$ cat src/rtl/branch_history_tracker_pkg.sv
// Shared definitions for the branch history tracker slice.
//
// Contents:
//   pht_counter_t      2-bit saturating counter encodings held in the PHT
//   PHT_COUNTER_RESET  value every PHT counter starts from
//   HIST_RESET         starting value of both global history registers
//   counter_is_taken() maps a counter value to its taken/not-taken prediction
package branch_history_tracker_pkg;

    typedef enum logic [1:0] {
        SNT = 2'b00,
        WNT = 2'b01,
        WT  = 2'b10,
        ST  = 2'b11
    } pht_counter_t;

    localparam pht_counter_t PHT_COUNTER_RESET = WNT;

    localparam int unsigned HIST_RESET = 0;

    // The upper half of the counter range predicts taken.
    function automatic logic counter_is_taken(input pht_counter_t c);
        return (c == WT) || (c == ST);
    endfunction

endpackage

$ cat src/rtl/branch_history_tracker_inflight_fifo.sv
// bp_inflight_fifo: circular buffer of predicted-but-unresolved branches.
// Each entry holds the PHT index used for the lookup and the predicted
// direction, so the resolve path can address the PHT update and detect a
// misprediction.
//
// Ports:
//   clk, rst            clock, synchronous active-high reset
//   push                write {push_idx, push_pred} at the tail (ignored when full)
//   push_idx, push_pred entry contents
//   pop                 drop the head entry (ignored when empty)
//   clear               discard every entry; wins over push and pop
//   head_idx, head_pred contents of the oldest entry
//   full, empty, count  occupancy status
//
// DEPTH must be a power of 2 and at least 2 so pointers wrap naturally.
module bp_inflight_fifo #(
    parameter int REGSIZE = 2,
    parameter int DEPTH   = 4
) (
    input  logic                         clk,
    input  logic                         rst,
    input  logic                         push,
    input  logic [REGSIZE-1:0]           push_idx,
    input  logic                         push_pred,
    input  logic                         pop,
    input  logic                         clear,
    output logic [REGSIZE-1:0]           head_idx,
    output logic                         head_pred,
    output logic                         full,
    output logic                         empty,
    output logic [$clog2(DEPTH+1)-1:0]   count
);

    localparam int PTR_W = $clog2(DEPTH);
    localparam int CNT_W = $clog2(DEPTH + 1);

    logic [REGSIZE:0]   mem [DEPTH];
    logic [PTR_W-1:0]   wr_ptr;
    logic [PTR_W-1:0]   rd_ptr;
    logic               push_ok;
    logic               pop_ok;

    assign full    = (count == CNT_W'(DEPTH));
    assign empty   = (count == '0);
    assign push_ok = push && !full;
    assign pop_ok  = pop && !empty;

    assign {head_idx, head_pred} = mem[rd_ptr];

    // Entry storage needs no reset; only the pointers define what is valid.
    always_ff @(posedge clk) begin
        if (push_ok) begin
            mem[wr_ptr] <= {push_idx, push_pred};
        end
    end

    always_ff @(posedge clk) begin
        if (rst || clear) begin
            wr_ptr <= '0;
            rd_ptr <= '0;
            count  <= '0;
        end else begin
            if (push_ok) begin
                wr_ptr <= wr_ptr + PTR_W'(1);
            end
            if (pop_ok) begin
                rd_ptr <= rd_ptr + PTR_W'(1);
            end
            case ({push_ok, pop_ok})
                2'b10:   count <= count + CNT_W'(1);
                2'b01:   count <= count - CNT_W'(1);
                default: count <= count;
            endcase
        end
    end

endmodule

$ cat src/rtl/branch_history_tracker.sv
// branch_history_tracker: prediction front end and update initiator for a
// 2-bit-counter pattern history table indexed by global history.
//
// Ports:
//   clk, rst        clock, synchronous active-high reset
//   pred_valid      fetch offers a conditional branch for prediction
//   pred_ready      a prediction can be accepted this cycle
//   pht_count       counter read from the PHT at pht_addr
//   predict_taken   prediction derived from pht_count
//   res_valid       execute resolves the oldest in-flight branch
//   res_taken       actual outcome of that branch
//   flush           squash all in-flight branches
//   pht_addr        PHT index: update address while pht_en, else speculative history
//   pht_en          PHT update enable
//   pht_taken       PHT update direction
//   mispredict      one-cycle pulse after a resolve that disagreed with its prediction
//   occupancy       number of in-flight branches
module branch_history_tracker
    import branch_history_tracker_pkg::*;
#(
    parameter int REGSIZE = 2,
    parameter int DEPTH   = 4
) (
    input  logic                         clk,
    input  logic                         rst,
    input  logic                         pred_valid,
    output logic                         pred_ready,
    input  logic [1:0]                   pht_count,
    output logic                         predict_taken,
    input  logic                         res_valid,
    input  logic                         res_taken,
    input  logic                         flush,
    output logic [REGSIZE-1:0]           pht_addr,
    output logic                         pht_en,
    output logic                         pht_taken,
    output logic                         mispredict,
    output logic [$clog2(DEPTH+1)-1:0]   occupancy
);

    logic [REGSIZE-1:0] spec_hist;
    logic [REGSIZE-1:0] commit_hist;
    logic [REGSIZE-1:0] upd_addr;
    logic [REGSIZE-1:0] spec_next;
    logic [REGSIZE-1:0] commit_next;
    logic [REGSIZE-1:0] head_idx;
    logic               head_pred;
    logic               full;
    logic               empty;
    logic               push_req;
    logic               resolve;
    logic               mispredict_now;
    logic               squash;
    logic               fifo_push;

    assign predict_taken  = counter_is_taken(pht_counter_t'(pht_count));

    // The PHT has a single address port, so lookups stall while it is written.
    assign pred_ready     = !full && !pht_en;
    assign push_req       = pred_valid && pred_ready;
    assign resolve        = res_valid && !empty;
    assign mispredict_now = resolve && (res_taken != head_pred);
    assign squash         = mispredict_now || flush;
    assign fifo_push      = push_req && !squash;

    assign pht_addr       = pht_en ? upd_addr : spec_hist;

    bp_inflight_fifo #(
        .REGSIZE (REGSIZE),
        .DEPTH   (DEPTH)
    ) u_fifo (
        .clk       (clk),
        .rst       (rst),
        .push      (fifo_push),
        .push_idx  (spec_hist),
        .push_pred (predict_taken),
        .pop       (resolve),
        .clear     (squash),
        .head_idx  (head_idx),
        .head_pred (head_pred),
        .full      (full),
        .empty     (empty),
        .count     (occupancy)
    );

    // A squash repairs the speculative history from the committed history,
    // including the outcome being resolved in the same cycle.
    always_comb begin
        commit_next = commit_hist;
        spec_next   = spec_hist;
        if (resolve) begin
            commit_next = {commit_hist[REGSIZE-2:0], res_taken};
        end
        if (squash) begin
            spec_next = commit_next;
        end else if (push_req) begin
            spec_next = {spec_hist[REGSIZE-2:0], predict_taken};
        end
    end

    always_ff @(posedge clk) begin
        if (rst) begin
            spec_hist   <= REGSIZE'(HIST_RESET);
            commit_hist <= REGSIZE'(HIST_RESET);
            upd_addr    <= '0;
            pht_en      <= 1'b0;
            pht_taken   <= 1'b0;
            mispredict  <= 1'b0;
        end else begin
            spec_hist   <= spec_next;
            commit_hist <= commit_next;
            pht_en      <= resolve;
            mispredict  <= mispredict_now;
            if (resolve) begin
                upd_addr  <= head_idx;
                pht_taken <= res_taken;
            end
        end
    end

endmodule

$ cat config.mk
export PLATFORM = sky130hd
export DESIGN_NAME = branch_history_tracker
export DESIGN_NICKNAME = d
export VERILOG_FILES = /design/src/rtl/branch_history_tracker_pkg.sv /design/src/rtl/branch_history_tracker_inflight_fifo.sv /design/src/rtl/branch_history_tracker.sv
export SDC_FILE = /design/constraint.sdc
export NUM_CORES = 1
export LEC_CHECK = 0
export ABC_AREA = 1
export CORE_MARGIN = 2
export CORE_UTILIZATION = 50
export CTS_CLUSTER_SIZE = 12
export DETAILED_ROUTE_END_ITERATION = 10
export PLACE_DENSITY = 0.74
export SETUP_SLACK_MARGIN = 0.15
export SYNTH_ARGS = -nofsm -noshare
export SYNTH_HDL_FRONTEND = slang
export SYNTH_HIERARCHICAL = 1
export SYNTH_SLANG_ARGS = --single-unit
$ cat constraint.sdc
create_clock -name clk -period 6 [get_ports clk]
set_input_delay 1.8 -clock clk [delete_from_list [all_inputs] [get_ports clk]]
set_output_delay 1.8 -clock clk [all_outputs]
set_load 0.01 [all_outputs]
==> flow_summary.json, run 1 <==
{
  "gr-usage-met3_pct": 4.84,
  "cts_tree": "yes",
  "synth_cell_types": 21,
  "multiInputGateArea_um2": 541,
  "firstDrtPassIters": 4,
  "crit_fanout": 6,
  "rsz0062_at_grt": "false",
  "clock.fmax_mhz": 211,
  "start_util_pct": 51.4,
  "cts_resized": 0,
  "cpLargestDelayFamily": "buffers and inverters",
  "cts_root_buf": "clkbuf_4",
  "leakagePower_nw": 0.694,
  "grt_pass1_vias": 1117,
  "antenna_left": 0,
  "crit_required_ps": 4200,
  "place_congestion": 0.788,
  "drive_gt1_share_pct": 8.70,
  "ys_seq_elements": 30,
  "synth_top_area_share_pct": 26.1,
  "area_delta_synth_final_pct": 18.5,
  "busiest_layer": "met2",
  "grt_usage_pct": 19.4,
  "ff_latch_area_um2": 721,
  "post-dp-hpwl_um": 2090,
  "grt_util_met2_pct": 33.9,
  "ys_warn_count": 6,
  "grt_max_degree": 11,
  "num-fill-cells": 236,
  "grt_antenna_before_repair": 0,
  "dpl_worst_slack_ps": 1240,
  "post_cts_buffers": 0,
  "syn_inst": 161,
  "gr-total-overflow": 0,
  "hold_violations": 0,
  "tns_ps": 0,
  "start_kind": "input port",
  "clock_path_buffers": 2,
  "hold_path.class": "flip-flop to flip-flop",
  "io_buffer_count": 16,
  "final_nets": 197,
  "wirelength_um": 2680,
  "placed_cell_area_mm2": 0.00158,
  "drv_slew": 0,
  "drt_first_iter_violations": 40,
  "ys_top_cells_by_area": "dfxtp_1 26%, edfxtp_1 26%, inv_1 8.2%",
  "crit_top_cell": "clkdlybuf4s50_1",
  "vias": 1112,
  "period_share_pct": 79.1,
  "syn_avg_cell_area_um2": 8.58,
  "skew_ps": 9.22,
  "crit_path_end_kind": "output port",
  "relSlewSlack_pct": 77.5,
  "die_width_um": 56.6,
  "cp.arrival_ps": 2950,
  "use_met1_pct": 22.4,
  "via_per_inst": 5.17,
  "path_buf_inv": 2,
  "fin_ws_ps": 1250,
  "clock_sinks": 30,
  "synth_area_mm2": 0.00138,
  "drt-wirelength-per-cell_um": 12.5,
  "clock_latency_ps": 320,
  "clkSlewWorstSetupHoldPaths_ps": 100,
  "layout_min_cycle_time_ps": 4750,
  "setup_viol": 0,
  "yosys.area.top_type": "dfxtp_1",
  "row_count": 19,
  "path_cells": "clkdlybuf4s50_1 > clkdlybuf4s50_1",
  "tightest_slew_ps": 336,
  "final_cell_mix": "30 x inv_1, 30 x nand2_1, 25 x nor2_1",
  "cts_buffers": 5,
  "n_antenna_cell": 0,
  "powerDensity_mw_per_mm2": 229,
  "vdd_drop_max_mv": 0.172,
  "cts_hold_buf": 0,
  "status": "finished clean",
  "synth_seq_area_share_pct": 52.2,
  "drc": 0,
  "maxCapViolations": 0,
  "final_util_pct": 60.9,
  "die_y_um": 56.6,
  "crit_slowest_cell": "clkdlybuf4s50_1",
  "slowest_delay_ps": 580,
  "design_area_mm2": 0.00164,
  "path_class": "input port to output port",
  "core_area_mm2": 0.00269,
  "synthesis.nets": 175,
  "grt_pass1_wl_um": 4690,
  "h-tree-depth": 2,
  "fp.dieArea_mm2": 0.00320,
  "pin_count": 18
}
-- through the flow --
stage | hold slack (ps) | std cells | total power (W)
global placement | 453 | 207 | 0.000256
CTS | 498 | 215 | 0.000379
finish | 491 | 215 | 0.000375
global route | 517 | 215 | 0.000393
detailed placement | 486 | 207 | 0.000259
floorplan | 460 | 161 | 0.000244
-- metal layers --
metal | wire (um) | share of wire (%)
met2 | 1430 | 53
met3 | 147 | 5.5
met4 | 32 | 1.2
met5 | 0 | 0
met1 | 1080 | 40
-- cells by family after synthesis --
logic type               Yosys count  share of synthesized area (%)
AND/OR/NAND/NOR                   72                           24.7
buffers and inverters             32                           8.70
flip-flops                        30                           52.2
AO/OA/AOI/OAI                     21                           8.42
adder cells (fa/ha/maj)            6                           5.98
-- path summary, 6_finish.rpt --
path / start / to / slack [ps] / cells past startpoint
worst max-delay path: pht_count[1] / predict_taken / 1250 / 2
worst min-delay path: pht_taken / pht_taken / 490 / 2
worst max register to register: flip-flop / u_fifo/count[2] / 3400 / 17
worst min register to register: pht_taken / pht_taken / 490 / 2
-- synthesized netlist by cell type --
library cell  number
inv_1             30
nand2_1           30
nor2_1            25
dfxtp_1           18
edfxtp_1          12
o21ai_0           10
a21oi_1            6
ha_1               5
nand3_1            5
nand4_1            4
o22ai_1            3
nand2_2            2
nand2_4            2
nor2_2             2
a211oi_2           1
clkbuf_1           1
clkinv_1           1
fa_1               1
nand3_4            1
nor2_8             1
o21ai_1            1
-- report_power, final --
part | total [W] | switching [W] | internal, W | leakage [nW]
clock network | 0.000122 | 0.0000648 | 0.0000567 | 0.0353
registers | 0.000220 | 0.00000353 | 0.000216 | 0.254
logic | 0.0000341 | 0.0000200 | 0.0000141 | 0.405
-- worst min-delay path, delay by kind of cell (launching register included) --
family           cells  cell delay [ps]
flip-flops           1              330
AO/OA/AOI/OAI        1               60
AND/OR/NAND/NOR      1               60
-- final cells by class --
cell class / count / share of cell area, %
sequential: 30 / 44.0
multi-input combinational: 99 / 33.0
timing repair buffer: 16 / 9.79
inverter: 31 / 7.11
clock buffer: 7 / 3.36
tap: 31 / 2.37
clock inverter: 1 / 0.306
-- registers in the layout, indices dropped and copies added (netlist names), named ones only --
name	count
commit_hist	2
mispredict	1
pht_en	1
pht_taken	1
spec_hist	2
u_fifo/count	3
u_fifo/mem	12
u_fifo/rd_ptr	2
u_fifo/wr_ptr	2
upd_addr	2
Note: power is estimated with default switching activity, not from simulation.
==> run 2, diff against run 1 <==
--- a/config.mk
+++ b/config.mk
@@ -7,10 +7,10 @@
 export LEC_CHECK = 0
 export ABC_AREA = 1
 export CORE_MARGIN = 2
-export CORE_UTILIZATION = 50
+export CORE_UTILIZATION = 48
 export CTS_CLUSTER_SIZE = 12
 export DETAILED_ROUTE_END_ITERATION = 10
-export PLACE_DENSITY = 0.74
+export PLACE_DENSITY = 0.75
 export SETUP_SLACK_MARGIN = 0.15
 export SYNTH_ARGS = -nofsm -noshare
 export SYNTH_HDL_FRONTEND = slang
==> constraint.sdc (replaced) <==
create_clock -name clk -period 4.32 [get_ports clk]
set_input_delay 1.296 -clock clk [delete_from_list [all_inputs] [get_ports clk]]
set_output_delay 1.296 -clock clk [all_outputs]
set_load 0.01 [all_outputs]
==> flow_summary.json, run 2 (synthesized netlist as in run 1, its figures left out) <==
{
  "clock_sinks": 30,
  "top_layer": "met4",
  "hold_path.class": "flip-flop to flip-flop",
  "hold_end": "pht_taken",
  "largest_reg_flops": 12,
  "skew_ps": 8.08,
  "cts_root_buf": "clkbuf_4",
  "vdd_drop_max_mv": 0.283,
  "cp.arrival_ps": 2450,
  "cts_buffers": 5,
  "firstDrtPassIters": 4,
  "area_delta_synth_final_pct": 18.0,
  "clock_path_buffers": 2,
  "hold-path-cell-count": 2,
  "clock_latency_ps": 320,
  "drt_first_iter_violations": 40,
  "hp-start": "pht_taken",
  "n_antenna_cell": 0,
  "grt_pass1_vias": 1030,
  "met3_length_um": 94,
  "power.total_w": 0.000507,
  "setup_viol": 0,
  "tns_ps": 0,
  "status": "finished clean",
  "clkSlewWorstSetupHoldPaths_ps": 100,
  "die_y_um": 57.6,
  "cts_tree": "yes",
  "crit_top_cell": "clkdlybuf4s50_1",
  "crit_path_end_kind": "output port",
  "drive_gt1_share_pct": 8.70,
  "place_congestion": 0.837,
  "rsz0062_at_grt": "false",
  "vias": 1088,
  "grt_antenna_before_repair": 0,
  "final_cell_mix": "30 x inv_1, 30 x nand2_1, 25 x nor2_1",
  "leakagePower_nw": 0.687,
  "die_width_um": 57.6,
  "reg2reg_slack_ps": 1780,
  "maxCapViolations": 0,
  "hold_violations": 0,
  "io_buffer_count": 16,
  "path_cells": "clkdlybuf4s50_1 > clkdlybuf4s50_1",
  "crit_fanout": 6,
  "cts_hold_buf": 0,
  "antenna_left": 0,
  "via_per_inst": 5.06,
  "period_share_pct": 86.8,
  "pin_count": 18,
  "h-tree-depth": 2,
  "row_count": 19,
  "final_nets": 197,
  "worstRegToRegCells": 13,
  "timing.rr.end": "u_fifo/count[1]",
  "crit_slowest_cell": "clkdlybuf4s50_1",
  "wirelength_um": 2560,
  "dr_wl_met2_um": 1340,
  "powerDensity_mw_per_mm2": 311,
  "relSlewSlack_pct": 76.7,
  "grt_max_degree": 11,
  "layout_min_cycle_time_ps": 3750,
  "cpLargestDelayFamily": "buffers and inverters",
  "path_buf_inv": 2,
  "clock.fmax_mhz": 267,
  "post-dp-hpwl_um": 1980,
  "fp.dieArea_mm2": 0.00332,
  "tightest_slew_ps": 349,
  "drt-met1-wl_um": 1110,
  "layout_top_registers": "u_fifo/mem x12, u_fifo/count x3",
  "post_cts_buffers": 0,
  "start_kind": "input port",
  "slowest_delay_ps": 580,
  "grt_usage_pct": 17.1,
  "drt-wirelength-per-cell_um": 11.9,
  "drv_slew": 0,
  "cts_resized": 0,
  "crit_required_ps": 3020,
  "gr-total-overflow": 0,
  "grt_pass1_wl_um": 4250,
  "start_util_pct": 50.5,
  "drc": 0,
  "path_class": "input port to output port",
  "core_area_mm2": 0.00273,
  "regMostFlops": "u_fifo/mem"
}
==> run 2: power breakdown <==
| group | internal (W) | switching (W) | total [W] |
|---|---|---|---|
| sequential | 0.000300 | 0.00000472 | 0.000305 |
| combinational | 0.0000196 | 0.0000267 | 0.0000463 |
| clock | 0.0000604 | 0.0000949 | 0.000155 |
==> run 2: per-layer routing <==
metal | GRT usage, % | vias to the layer above
met2 | 29.1 | 22
met1 | 19.6 | 509
li1 | - | 553
met4 | 7.31 | 0
met3 | 5.58 | 4
met5 | 0 | -
==> run 2: metrics by stage <==
stage / std cells / util (%) / hold WS (ps) / area, um^2 / setup WS, ps
after global routing: 215 / 59.6 / 501 / 1630 / 512
after CTS: 215 / 59.6 / 482 / 1630 / 566
after floorplan: 161 / - / 460 / 1380 / 1450
after global placement: 207 / 57.7 / 450 / 1580 / 570
final: 215 / 59.6 / 485 / 1630 / 571
after detailed placement: 207 / 57.7 / 464 / 1580 / 565
==> run 2: final cells by class <==
type,instances,area (um^2)
inverter,31,116
clock inverter,3,16.3
tap,31,38.8
clock buffer,5,37.5
sequential,30,721
fill,232,1100
multi-input combinational,99,541
timing repair buffer,16,160
==> run 2: worst max-delay path by stage <==
stage | from | end | slack [ps] | cells after the start
after floorplan | res_valid | u_fifo/count[2] | 1450 | 15
after global placement | pht_count[1] | predict_taken | 570 | 2
after detailed placement | pht_count[1] | predict_taken | 570 | 2
after CTS | pht_count[1] | predict_taken | 570 | 2
after global routing | pht_count[1] | predict_taken | 510 | 2
final | pht_count[1] | predict_taken | 570 | 2
==> run 3, diff against run 2 <==
--- a/config.mk
+++ b/config.mk
@@ -8,7 +8,7 @@
 export ABC_AREA = 1
 export CORE_MARGIN = 2
 export CORE_UTILIZATION = 48
-export CTS_CLUSTER_SIZE = 12
+export CTS_CLUSTER_SIZE = 20
 export DETAILED_ROUTE_END_ITERATION = 10
 export PLACE_DENSITY = 0.75
 export SETUP_SLACK_MARGIN = 0.15
==> results of run 3 <==
Final layout, timing and power as in run 2 (identical DEF).
==> variant (config.mk and constraints of run 3) <==
Put a register stage on the output `predict_taken`, with the module's reset. The value now appears one clock later. The other outputs are not delayed to match.
--- a/src/rtl/branch_history_tracker.sv
+++ b/src/rtl/branch_history_tracker.sv
@@ -39,2 +39,4 @@
 
+    logic predict_taken_d;
+
     logic [REGSIZE-1:0] spec_hist;
@@ -54,3 +56,3 @@
 
-    assign predict_taken  = counter_is_taken(pht_counter_t'(pht_count));
+    assign predict_taken_d = counter_is_taken(pht_counter_t'(pht_count));
 
@@ -74,3 +76,3 @@
         .push_idx  (spec_hist),
-        .push_pred (predict_taken),
+        .push_pred (predict_taken_d),
         .pop       (resolve),
@@ -95,3 +97,3 @@
         end else if (push_req) begin
-            spec_next = {spec_hist[REGSIZE-2:0], predict_taken};
+            spec_next = {spec_hist[REGSIZE-2:0], predict_taken_d};
         end
@@ -119,2 +121,10 @@
 
+    always_ff @(posedge clk) begin
+        if (rst) begin
+            predict_taken <= '0;
+        end else begin
+            predict_taken <= predict_taken_d;
+        end
+    end
+
 endmodule
Behaviour: not the same (Yosys sat finds a counterexample within 4 cycles, from zero or initial values and one cycle with rst high).
==> variant against run 3 <==
Clock power increased by 14%. Sequential share of layout area barely moved. Register-to-register slack gained 0.03 ns. Sequential cell count is 1 higher. Clock skew shrank 0.00074 ns. Total power up 6.6%. Design area increased by 2.8%. Count of clock-buffer cells in the layout rose by 2. Synthesized area grew 2.8%. Cell count fell by 0.93%. Via count down 0.92%. Synthesized cell count fell by 1.2%. Setup slack gained 0.59 ns. Wire length rose by 6.7%. Critical endpoint is now u_fifo/count[2]$_SDFFE_PP0P_. Largest cell class unchanged.
==> variant: results (changes against run 3) <==
* Vias in the first global route at 1,058 (was 1,030)
* Clock power frac at 0.326 (was 0.307)
* Routed WL per cell at 12.8 um (was 11.9 um)
* Critical path fanouts, max at 8 (was 6)
* Area contributors post-synth: dfxtp_1 27%, edfxtp_1 25%, inv_1 7.1% (was dfxtp_1 26%, edfxtp_1 26%, inv_1 8.2%)
* Most common library cells after synthesis: 27 x inv_1, 25 x nor2_1, 22 x nand2_1 (was 30 x inv_1, 30 x nand2_1, 25 x nor2_1)
* Crit path DAT at 3.39 ns (was 2.45 ns)
* Pin count of the biggest net entering global routing at 11 (unchanged)
* Ant. Diodes at 0 (unchanged)
* Detailed-route wire length on metal 1 at 1180 um (was 1110 um)
* Final #Nets at 195 (was 197)
* Family with the most delay on the worst path: simple AND/OR/NAND/NOR gates (was buffers and inverters)
* Post-Syn Nets at 173 (was 175)
* Hold path endpoint: pht_taken$_SDFFE_PP0P_ (unchanged)
* Htree depth at 2 (unchanged)
* Final Setup Violations at 0 (unchanged)
* Met1 Use GR at 0.208 (was 0.196)
* Worst Clk Skew at 0.00734 ns (was 0.00808 ns)
* Layout cell share with drive strength beyond 1 at 0.143 (was 0.0870)
* EDFF count, synth at 12 (unchanged)
* Post-DP HPWL at 2080 um (was 1980 um)
* Clk buf depth at 2 (unchanged)
* R2R depth at 17 (was 13)
* P_leak at 0.711 nW (was 0.687 nW)
* Slowest CP cell: clkdlybuf4s50_1 (unchanged)
* Minimum clock period after layout at 3.16 ns (was 3.75 ns)
* Met2 Routed Length at 1380 um (was 1340 um)
* Async SR Flop Fraction at 0 (unchanged)
* Routed wire length on met3 at 111 um (was 94 um)
* CP startpoint: res_valid (was pht_count[1])
* Internal power at 0.000409 W (was 0.000380 W)
* Status: complete, no violations (unchanged)
* Seq pwr at 0.000315 W (was 0.000305 W)
* Iteration-0 DRC Markers at 18 (was 40)
* WL final at 2730 um (was 2560 um)
* Worst reg2reg setup slack at 1.81 ns (was 1.78 ns)
* Warnings, synthesis at 6 (unchanged)
* Max-slew headroom at 0.774 (was 0.767)
* Crit path to: u_fifo/count[2]$_SDFFE_PP0P_ (was predict_taken)
* Placed Instances at 205 (was 207)
* Met3 Resource Use GR at 0.0462 (was 0.0558)
* Vias per inst at 5.06 (about the same)
* Post-synth cell types at 25 (was 21)
* VDD IR max at 0.308 mV (was 0.283 mV)
* Setup Slack @ Placement at 0.838 ns (was 0.565 ns)
* Critical path's largest stage delay at 0.47 ns (was 0.58 ns)
* Avg Cell Area, Syn at 8.93 um2 (was 8.58 um2)
* Synth Area in Adders at 0.0581 (was 0.0598)
* Global-route wire length before repair at 4510 um (was 4250 um)
* Synth Area in Compound Gates at 0.0828 (was 0.0842)
* Cell Area, Placed at 1620 um2 (was 1580 um2)
* GRT Total Usage at 0.187 (was 0.171)
* Post-synthesis mux area share at 0.00793 (was 0)
* Gp weighted congestion at 0.800 (was 0.837)
* Largest registers: u_fifo/mem x12, u_fifo/count x3 (unchanged)
* Seq/Total Area, Yosys at 0.522 (about the same)
* Met2 usage in global routing at 0.311 (was 0.291)
* Root Buffer: clkbuf_4 (unchanged)
==> variant: cell count changes in the layout (fill, tap and decap cells not counted), moves of 2 or more <==
cell	before	now
nand2_1	30	22
clkinv_1	2	0
nand2_2	2	6
inv_1	30	27
==> variant: layout make-up <==
class,count,area (um2)
clock inverters,1,5.00
inverters,29,111
repair buffers,16,160
fillers,240,1110
flip-flops and latches,31,741
clock buffers,7,55.1
multi-input cells,98,564
well taps,31,38.8
==> variant: metrics by stage <==
stage / hold WS [ns] / power [W]
after CTS: 0.474 / 0.000545
after global routing: 0.498 / 0.000564
final: 0.467 / 0.000540
after floorplan: 0.447 / 0.000350
after global placement: 0.451 / 0.000368
after detailed placement: 0.460 / 0.000370
==> variant: kinds of logic after synthesis <==
family                     Yosys count
buffers and inverters               30
muxes                                1
DFF                                 31
AOI/OAI and AO/OA                   22
and+or+nand+nor                     69
adders and majority gates            6
